`src/rtl/ucsbece152a_updown_modcounter.sv`:
```
// ucsbece152a_updown_modcounter: up/down modulo counter with wrap, saturate and one-shot modes
module ucsbece152a_updown_modcounter #(
  parameter int WIDTH = 3,
  parameter int MAX = 2**WIDTH-1
) (
  input  logic             clk,
  input  logic             rst,
  input  logic             enable_i,
  input  logic             dir_i,
  input  logic             load_i,
  input  logic [WIDTH-1:0] load_val_i,
  input  logic [1:0]       mode_i,
  output logic [WIDTH-1:0] count_o,
  output logic             tc_o,
  output logic             wrap_o,
  output logic             done_o
);
  typedef enum logic {RUN, DONE} state_e;
  localparam logic [WIDTH-1:0] MAX_V = WIDTH'(MAX);
  localparam logic [WIDTH-1:0] ONE = WIDTH'(1);
  logic [WIDTH-1:0] count_q, count_d;
  logic             wrap_q, wrap_d;
  state_e           state_q, state_d;
  logic             step;
  assign count_o = count_q;
  assign wrap_o = wrap_q;
  assign done_o = state_q == DONE;
  assign tc_o = dir_i ? count_q == '0 : count_q == MAX_V;
  assign step = enable_i && state_q == RUN;
  // next state: load > DONE-hold > enable; terminal behaviour chosen by mode (11 behaves as wrap)
  always_comb begin
    count_d = count_q;
    wrap_d = 1'b0;
    state_d = state_q;
    if (load_i) begin
      count_d = load_val_i > MAX_V ? MAX_V : load_val_i;
      state_d = RUN;
    end else if (step && !tc_o) begin
      count_d = dir_i ? count_q - ONE : count_q + ONE;
    end else if (step && mode_i == 2'b10) begin
      state_d = DONE;
    end else if (step && mode_i != 2'b01) begin
      count_d = dir_i ? MAX_V : '0;
      wrap_d = 1'b1;
    end
  end
  // state register with synchronous reset overriding every control
  always_ff @(posedge clk) begin
    if (rst) begin
      count_q <= '0;
      wrap_q <= 1'b0;
      state_q <= RUN;
    end else begin
      count_q <= count_d;
      wrap_q <= wrap_d;
      state_q <= state_d;
    end
  end
endmodule

```
`config.mk`:
```
export PLATFORM = sky130hd
export DESIGN_NAME = ucsbece152a_updown_modcounter
export DESIGN_NICKNAME = d
export VERILOG_FILES = /design/src/rtl/ucsbece152a_updown_modcounter.sv
export SDC_FILE = /design/constraint.sdc
export NUM_CORES = 1
export LEC_CHECK = 0
export ABC_AREA = 1
export ABC_CLOCK_PERIOD_IN_PS = 2100
export BUFFER_PORTS_ARGS = -buffer_cell sky130_fd_sc_hd__buf_4
export CAP_MARGIN = 15
export CORE_AREA = 2 2 39 41
export DETAILED_ROUTE_END_ITERATION = 16
export DIE_AREA = 0 0 41 43
export PLACE_DENSITY = 0.59
export SLEW_MARGIN = 30
export SYNTH_ARGS = -nofsm -noshare
export SYNTH_HDL_FRONTEND = slang
export SYNTH_SLANG_ARGS = --single-unit
```
`constraint.sdc`:
```
create_clock -name clk -period 2.1 [get_ports clk]
set_clock_uncertainty 0.15 [all_clocks]
set_input_delay 0.315 -clock clk [delete_from_list [all_inputs] [get_ports clk]]
set_output_delay 0.315 -clock clk [all_outputs]
set_load 0.03 [all_outputs]
```
==> impl_metrics.csv <==
group,metric,value,unit
status,status,"finished, final reports clean",
yosys,yosysTopAreaCell,"dfxtp_1",
power_and_ir_drop,p_per_area,612,nW/um2
cts,cts_resized,0,
job,maxCapViolCount,0,
yosys,netlist_area,419,um2
sta,fin_crit_sh,79.0,%
power_and_ir_drop,peakVddDrop,0.401,mV
sta,slew_headroom,84.5,%
yosys,ys_ff_latch,5,
floorplanning,die_area,1760,um2
yosys,synth_common_cells,"nand2_1 (15), inv_1 (11), nand3_1 (10), dfxtp_1 (5), a21oi_1 (4)",
floorplanning,core,1380,um2
finish,syn2layout_area_growth,37.9,%
floorplanning,rows,14,
setup_path,cpPeakStageDelay,0.44,ns
min_path,hold_path.class,"input pin to flip-flop",
setup_path,endpoint_kind,"output pin",
floorplanning,dieWidth,41,um
detailed_routing,firstDrtPassIters,4,
setup_path,cp_slowest_cell,"dfxtp_1",
cts,cts_max_level,1,
cts,cts.path.max_buffers,2,
yosys,netlist.area_leader.share,23.9,%
power_and_ir_drop,power_leakage,0.000324,uW
detailed_routing,wire_per_inst,8.49,um
setup_path,cp_cell_sequence,"nor2_2, nand2_1, nand2_1, nand2_1, inv_1, buf_4",
yosys,synth_area_per_cell,6.45,um2
min_path,whs_path_depth,2,
yosys,synth_edf_count,0,
cts,path_clk_slew,0.04,ns
placement,placed_cell_area,552,um2
detailed_routing,ant_nets,0,
cts,post_cts_buffers,0,
cts,clock_sinks,5,
yosys,yosysWarningCount,0,
setup_path,r2r-start,"count_o[0]",
yosys,synthFlopType,"dfxtp_1",
sta,fin_setup_tns,0,ns
yosys,ys_async_sr_fraction,0,%
min_path,min_from,"rst",
setup_path,crit_top_cell,"nand2_1",
grt,grt_pass1_wl,1410,um
detailed_routing,vias,445,
yosys,synthesis.nets,76,
cts,cts_tree,"done",
yosys,synth-seq-area-share,23.9,%
cts,cts-root-buf,"clkbuf_4",
grt,grt_max_degree,8,
setup_path,reg2reg_depth,9,
finish,nets,96,
placement,numPortBuffers,15,
finish,diodes,0,
setup_path,arrival,1.19,ns
cts,hold_buffers,0,
setup_path,required,1.63,ns
sta,worstMarginPinSlew,0.232,ns
yosys,synthCells,65,
min_path,min_to,"count_o[2]",
sta,hold_viol,0,
grt,grt_pass1_vias,377,
detailed_routing,viasPerCell,4.45,
finish,layout-drive-gt1-share,36.9,%
yosys,synth.most_common_cell,"nand2_1",
floorplanning,start_util,30.3,%
sta,drv_slew,0,
placement,gp_congestion,0.705,
sta,max_freq,603,MHz
detailed_routing,drt-total-wl,849,um
yosys,yosys-top-cells-area,"dfxtp_1 (24%), nand2_1 (13%), nand3_1 (12%)",
sta,rsz0062_at_grt,"false",
setup_path,path_max_fanout,6,
placement,dpl.hpwl,708,um
cts,cts_buffers,3,
setup_path,crit_type,"flip-flop to output pin",
floorplanning,io_pins,16,
sta,period_minus_slack,1.66,ns
detailed_routing,drc,0,
detailed_routing,drt_iter0_drc,7,
finish,fin_util,41.8,%
grt,grt.overflow.total,0,
setup_path,start_kind,"flip-flop",
grt,antenna_found_initial,0,
floorplanning,die_y,43,um
finish,fin_area,578,um2
setup_path,reg2reg_to,"count_o[2]",
cts,insertion_delay,0.24,ns
yosys,synth.distinct_cells,18,
setup_path,rrSetupSlack,0.49,ns
grt,grtUsageTotal,11.7,%
power_and_ir_drop,finalPower,354,uW
sta,finalSetupViolations,0,
[registers in the layout, indices dropped and copies added (netlist names)]
| name | cells |
|---|---|
| done_o | 1 |
| wrap_o | 1 |
| count_o | 3 |
[cells in the final DEF (no fill, tap or decap), drive strengths merged]
master,Yosys,layout
a21oi,5,5
nor2,3,3
nand2,17,17
buf,0,15
nand4,1,1
fa,1,1
dfxtp,5,5
o21ai,2,2
inv,14,14
or2,2,2
nand3,12,12
nor3,3,3
clkbuf,0,4
[logic make-up (layout without fill, tap and decap cells)]
family          count (synthesis)  in the layout  share of synthesized area, %
compound gates                  7              7                          9.25
fa+ha+maj                       1              1                          4.78
buf+inv                        14             33                          12.5
flops                           5              5                          23.9
simple gates                   38             38                          49.6
[routing by layer]
layer  share of wire, %  vias up  GRT usage (%)
met1                 45      181           14.6
met3                9.5        0           6.28
met5                  0        -              0
met2                 45       17           17.5
li1                   -      247              -
met4                  0        0           2.00
[critical path, delay by kind of cell (launching register included)]
| kind | cells | cell delay, ns |
|---|---|---|
| buffers and inverters | 2 | 0.21 |
| and+or+nand+nor | 4 | 0.31 |
| DFF | 1 | 0.44 |
[power breakdown]
part	total, uW	switching (uW)	internal (uW)
clock network	110	38.0	71.8
logic	130	77.0	53.0
registers	114	11.3	103
total	354	126	227
[worst max path at each step]
stage,startpoint,endpoint,slack (ns),cells past startpoint
2_1_floorplan,count_o[0],count_o[2],0.36,9
3_3_place_gp,count_o[0],count_o[1],0.49,7
3_5_place_dp,count_o[0],count_o[1],0.48,7
4_1_cts,count_o[1],tc_o,0.42,6
5_1_grt,count_o[1],tc_o,0.33,6
6_report,count_o[1],tc_o,0.44,6
[metrics by stage]
stage,hold WS (ns),setup slack [ns],std cells
floorplan,0.227,0.360,65
global placement,0.352,0.494,96
detailed placement,0.353,0.484,96
CTS,0.0940,0.416,100
global route,0.0952,0.329,100
finish,0.101,0.441,100
[cell type report]
| cell class | instances | area [um2] |
|---|---|---|
| inverter | 14 | 52.6 |
| clock buffer | 4 | 26.3 |
| fill | 165 | 806 |
| multi-input combinational | 46 | 267 |
| timing repair buffer | 15 | 113 |
| tap | 16 | 20.0 |
| sequential | 5 | 100 |
Power figures use the tool's default switching activity.
